File: config.mk
export PLATFORM = sky130hd
export DESIGN_NAME = adder_rr_sched
export DESIGN_NICKNAME = d
export VERILOG_FILES = /design/src/rtl/adder_rr_sched_pkg.sv /design/src/rtl/adder_rr_sched_rr_pick4.sv /design/src/rtl/adder_rr_sched.sv
export SDC_FILE = /design/constraint.sdc
export NUM_CORES = 1
export LEC_CHECK = 0
export BUFFER_PORTS_ARGS = -buffer_cell sky130_fd_sc_hd__buf_2
export CAP_MARGIN = 20
export CORE_MARGIN = 4
export CORE_UTILIZATION = 44
export DETAILED_ROUTE_END_ITERATION = 10
export GPL_ROUTABILITY_DRIVEN = 0
export PLACE_DENSITY_LB_ADDON = 0.2
export SLEW_MARGIN = 20
export SYNTH_ARGS = -nofsm -noshare
export SYNTH_HDL_FRONTEND = slang
export SYNTH_SLANG_ARGS = --single-unit
File: constraint.sdc
create_clock -name clk -period 4.8 [get_ports clk]
set_clock_uncertainty 0.15 [all_clocks]
set_input_delay 0.48 -clock clk [delete_from_list [all_inputs] [get_ports clk]]
set_output_delay 0.48 -clock clk [all_outputs]
set_load 0.02 [all_outputs]
File: src/rtl/adder_rr_sched_pkg.sv
// Shared constants and types for the round-robin adder scheduler.
package adder_rr_sched_pkg;

  localparam int W     = 16;
  localparam int N_REQ = 4;

  typedef enum logic {
    IDLE = 1'b0,
    LOCK = 1'b1
  } state_e;

  typedef struct packed {
    logic [1:0]   id;
    logic [W-1:0] sum;
    logic         cout;
    logic         last;
  } rsp_t;

endpackage

File: src/rtl/adder_rr_sched_rr_pick4.sv
// Combinational round-robin picker: first set request at or after ptr, wrapping modulo 4.
module rr_pick4 (
  input  logic [3:0] req,
  input  logic [1:0] ptr,
  output logic [3:0] grant,
  output logic [1:0] idx
);

  logic       found_s;
  logic [1:0] cand_s;

  // Scan the four positions starting at ptr; the first hit wins.
  always_comb begin
    grant   = 4'b0000;
    idx     = ptr;
    found_s = 1'b0;
    cand_s  = ptr;
    for (int k = 0; k < 4; k++) begin
      cand_s = ptr + 2'(k);
      if (!found_s && req[cand_s]) begin
        found_s       = 1'b1;
        grant[cand_s] = 1'b1;
        idx           = cand_s;
      end else begin
        found_s = found_s;
      end
    end
  end

endmodule

File: src/rtl/adder_rr_sched.sv
// Round-robin scheduler sharing one external adder among four requesters,
// with multi-word chaining (lock + carry forwarding) and a tagged response register.
module adder_rr_sched
  import adder_rr_sched_pkg::*;
(
  input  logic                 clk,
  input  logic                 rst,
  input  logic [N_REQ-1:0]     req_valid,
  output logic [N_REQ-1:0]     req_ready,
  input  logic [N_REQ*W-1:0]   req_a,
  input  logic [N_REQ*W-1:0]   req_b,
  input  logic [N_REQ-1:0]     req_cin,
  input  logic [N_REQ-1:0]     req_last,
  output logic [W-1:0]         add_a,
  output logic [W-1:0]         add_b,
  output logic                 add_cin,
  input  logic [W-1:0]         add_sum,
  input  logic                 add_cout,
  output logic                 rsp_valid,
  input  logic                 rsp_ready,
  output logic [1:0]           rsp_id,
  output logic [W-1:0]         rsp_sum,
  output logic                 rsp_cout,
  output logic                 rsp_last
);

  state_e             state_r;
  state_e             state_nxt_s;
  logic [1:0]         rr_ptr_r;
  logic [1:0]         owner_r;
  logic               carry_r;
  logic               rsp_valid_r;
  rsp_t               rsp_r;

  logic [N_REQ-1:0]   pick_grant_s;
  logic [1:0]         pick_idx_s;
  logic [N_REQ-1:0]   grant_s;
  logic [1:0]         win_s;
  logic               any_s;
  logic               stall_s;
  logic               accept_s;
  logic               last_s;

  rr_pick4 u_pick (
    .req   (req_valid),
    .ptr   (rr_ptr_r),
    .grant (pick_grant_s),
    .idx   (pick_idx_s)
  );

  // Grant selection: free arbitration in IDLE, owner-only while locked.
  always_comb begin
    grant_s = 4'b0000;
    win_s   = pick_idx_s;
    case (state_r)
      IDLE: begin
        grant_s = pick_grant_s;
        win_s   = pick_idx_s;
      end
      LOCK: begin
        grant_s[owner_r] = req_valid[owner_r];
        win_s            = owner_r;
      end
      default: begin
        grant_s = 4'b0000;
        win_s   = 2'd0;
      end
    endcase
  end

  assign any_s     = |grant_s;
  assign stall_s   = rsp_valid_r & ~rsp_ready;
  assign accept_s  = any_s & ~stall_s;
  assign last_s    = req_last[win_s];
  assign req_ready = grant_s & {N_REQ{~stall_s}};

  // Operand mux toward the shared adder; chained beats take the stored carry.
  always_comb begin
    add_a   = {W{1'b0}};
    add_b   = {W{1'b0}};
    add_cin = 1'b0;
    if (any_s) begin
      add_a   = req_a[32'(win_s)*W +: W];
      add_b   = req_b[32'(win_s)*W +: W];
      add_cin = (state_r == LOCK) ? carry_r : req_cin[win_s];
    end else begin
      add_cin = 1'b0;
    end
  end

  // Next-state: a non-final accepted beat locks, a final one releases.
  always_comb begin
    state_nxt_s = state_r;
    if (accept_s) begin
      state_nxt_s = last_s ? IDLE : LOCK;
    end else begin
      state_nxt_s = state_r;
    end
  end

  // FSM state register.
  always_ff @(posedge clk or posedge rst) begin
    if (rst) begin
      state_r <= IDLE;
    end else begin
      state_r <= state_nxt_s;
    end
  end

  // Datapath registers: response stage, carry chain, owner and round-robin pointer.
  always_ff @(posedge clk or posedge rst) begin
    if (rst) begin
      rsp_valid_r <= 1'b0;
      rsp_r       <= '0;
      carry_r     <= 1'b0;
      owner_r     <= 2'd0;
      rr_ptr_r    <= 2'd0;
    end else if (accept_s) begin
      rsp_valid_r <= 1'b1;
      rsp_r       <= '{id: win_s, sum: add_sum, cout: add_cout, last: last_s};
      carry_r     <= add_cout;
      owner_r     <= win_s;
      if (last_s) begin
        rr_ptr_r <= win_s + 2'd1;
      end else begin
        rr_ptr_r <= rr_ptr_r;
      end
    end else if (rsp_ready) begin
      rsp_valid_r <= 1'b0;
    end else begin
      rsp_valid_r <= rsp_valid_r;
    end
  end

  assign rsp_valid = rsp_valid_r;
  assign rsp_id    = rsp_r.id;
  assign rsp_sum   = rsp_r.sum;
  assign rsp_cout  = rsp_r.cout;
  assign rsp_last  = rsp_r.last;

endmodule

==> run metrics <==
status=completed; max-cap viol count=0; met2 Resource Use GR=40.6%; GRT met1 Usage=27.6%; Worst path max stage delay=500 ps; CP Class=reg2out; unrepaired setup endpoints after global routing=false; top cells by area, synth=mux2_2 22%, dfrtp_1 21%, mux2i_1 13%; final hold slack=244 ps; IO Pins=218; # diodes=0; P_sw=2.21 mW; source of the critical timing path=rr_ptr_r[1]; crit-path max FO=25; Final Hold Viols=0; Int Power=a little under 2 mW; proportion of layout cells with a drive suffix above 1=~61%; Fmax achieved=222 MHz; register area share after synthesis=20.8%; clk sinks=24; number of synthesized flops with an enable pin=0; hold crit path type=in2async; CTS tree=done; Post-Syn Nets=approximately 460; met3 GRT Util=~6.5%; Setup violations, final=0; Clock Power Share=under 10%; Clock Tree Buf Depth=2; most frequent cells in the layout=217 x buf_2, 56 x mux2_2, 42 x nor2_1; drt initial violations=96; crit-path cells=inv_1, ha_1, mux4_2, nor2b_1, nor4_1, a221o_4, buf_12, mux2_2, nor2_1, a211oi_2, buf_2; worst flop-to-flop path endpoint=rsp_sum[9]; Cell Pwr Density=1010 nW/um^2; crit path DAT=approximately 3900 ps; VDD IR-drop max=0.637 mV; Sw Ratio=53.4%; CORE AREA=6350 sq um; DRC viols=0; port bufs=217; Die H=89.0 um; antenna viol nets, final=0; share of flip-flops with an asynchronous set or reset=100%; H-Tree Depth=1; share of the synthesized area in the top cell type=21.8%; Wirelength per Cell=17.2 um; DR vias=between 3000 and 4000; Post-Syn Area=2890 sq um; Die X=between 80 and 90 um; post-synthesis sequential element count=24; element type at the critical path end=primary output; Skew-Pair Late Insertion Delay=260 ps; Worst R2R Path Depth=9; worst reg2reg setup slack=between 800 and 900 ps; most common cell after layout, fill and taps aside=buf_2; Gate power share=85.9%; Synth Flop Type=dfrtp_1; final setup margin=289 ps; Slew Viols, Final=0; Setup WS pre-CTS=454 ps; non-filler instance count after layout=577; Most Used Layer, Global Route=met2; dpl hpwl=8.19 mm; vias in the first global route=3039; Slew @ Worst Pin=893 ps; clk root buf=clkbuf_8; first-pass GRT wire length=roughly 14 mm; setup TNS after final layout=0 ps; minimum clock period=about 4500 ps; Total Power=4.13 mW; Sequential Power Share=9.9%; Reg clk slew, reported paths=90 ps; worst rel slew slack=approximately two fifths; Gate Count Post-Synth=293; yosys warns=0; drt first pass iters=4; largest net degree at the start of global routing=36; Starting Density=45.5%; leakage=2.07 nW; gr usage total=a little under a quarter; DIE AREA=7930 sq um; cts hold-fix bufs=0; Overflow after GRT=0; crit path buf inv count=3; row count=29; critical path launch point type=register; Slowest-stage cell, CP=dfrtp_1; Vias/cell=between 5 and 6; fin crit share=94.0%; reg2reg start=rr_ptr_r[1]; worst endpoint required time=4170 ps; fin nets=667; syn_area_per_cell=9.86 sq um; total CTS buffers=3; CP delay by family, top=multiplexers; placed cell count=571; synth unique cells=51; Yosys top cell by area=mux2_2; initial antenna violation count=0; Layout Area Growth over Synthesis=41.1%; routed wire length=between 9 and 10 mm
## registers in the layout (all words and copies together), names as in the netlist
register / flops
rsp_last: 1
rsp_id: 2
rsp_valid: 1
state_r: 1
rsp_cout: 1
rr_ptr_r: 2
rsp_sum: 16
## worst reg2reg max path, cell delays in order, from the launching register on
cell      delay, ps
dfrtp_1         500
inv_1           190
ha_1            440
mux4_2          410
nor3b_1         450
a221oi_1        190
a22o_1          270
a41oi_4         610
buf_4           260
mux2_2          330
## power by group through the flow
| stage | sequential [mW] | combinational, mW | clock [mW] |
|---|---|---|---|
| 3_3_place_gp | 0.404 | 3.53 | 0 |
| 5_1_grt | 0.426 | 3.83 | 0.191 |
| 2_1_floorplan | 0.498 | 2.68 | 0 |
| 3_5_place_dp | 0.409 | 3.56 | 0 |
| 4_1_cts | 0.406 | 3.57 | 0.181 |
| 6_report | 0.408 | 3.55 | 0.176 |
## cells by family after synthesis
logic type | after synthesis | synth area share (%)
and+or+nand+nor | 73 | 12.2
xor gates and xnor gates | 2 | 0.606
adders and majority gates | 6 | 2.60
AOI/OAI and AO/OA | 63 | 18.8
DFF | 24 | 20.8
muxes | 97 | 38.0
buffers and inverters | 28 | 6.93
## cells in the mapped netlist, types with 2 or more instances
cell,n
mux2_2,56
nor2_1,42
mux2i_1,37
a211oi_1,29
dfrtp_1,24
nand2_1,11
buf_6,9
buf_4,7
ha_1,6
clkbuf_1,5
a221oi_1,4
a31o_2,4
nand2b_1,4
a211oi_2,3
a221o_1,3
inv_1,3
nor2b_1,3
a21bo_2,2
a21o_1,2
buf_1,2
mux4_1,2
mux4_2,2
nand3_1,2
nor3_1,2
o21ai_0,2
xnor2_1,2
## layout make-up
class	count	area (sq um)
timing repair buffer	227	1190
multi-input combinational	241	2110
clock inverter	1	30.0
fill	560	2270
tap	77	96.3
clock buffer	3	41.3
sequential	24	601
inverter	4	15.0
## what timing repair did
action,in CTS,in global routing
endpoints found under the setup margin,0,23
gates resized for setup,0,0
setup buffers,0,2
## worst max path at each step
stage                     end  cells past startpoint
global route         add_a[9]                     11
detailed placement   add_a[4]                     11
global placement     add_a[4]                     11
finish              add_a[12]                     11
floorplan            add_a[0]                     11
CTS                  add_a[4]                     11
## through the flow
step / area [sq um] / util, %
global placement: 3990 / 62.8
detailed placement: 3990 / 62.8
floorplan: 2890 / -
finish: 4080 / 64.2
global route: 4080 / 64.2
CTS: 4060 / 63.9
## metal layers
| metal | part of all wire [%] | up-vias |
|---|---|---|
| met1 | 38 | 1462 |
| li1 | - | 1538 |
| met4 | 1.0 | 0 |
| met5 | 0 | - |
| met3 | 10 | 11 |
| met2 | 51 | 152 |
No activity file was read; power rests on OpenSTA's default activity.
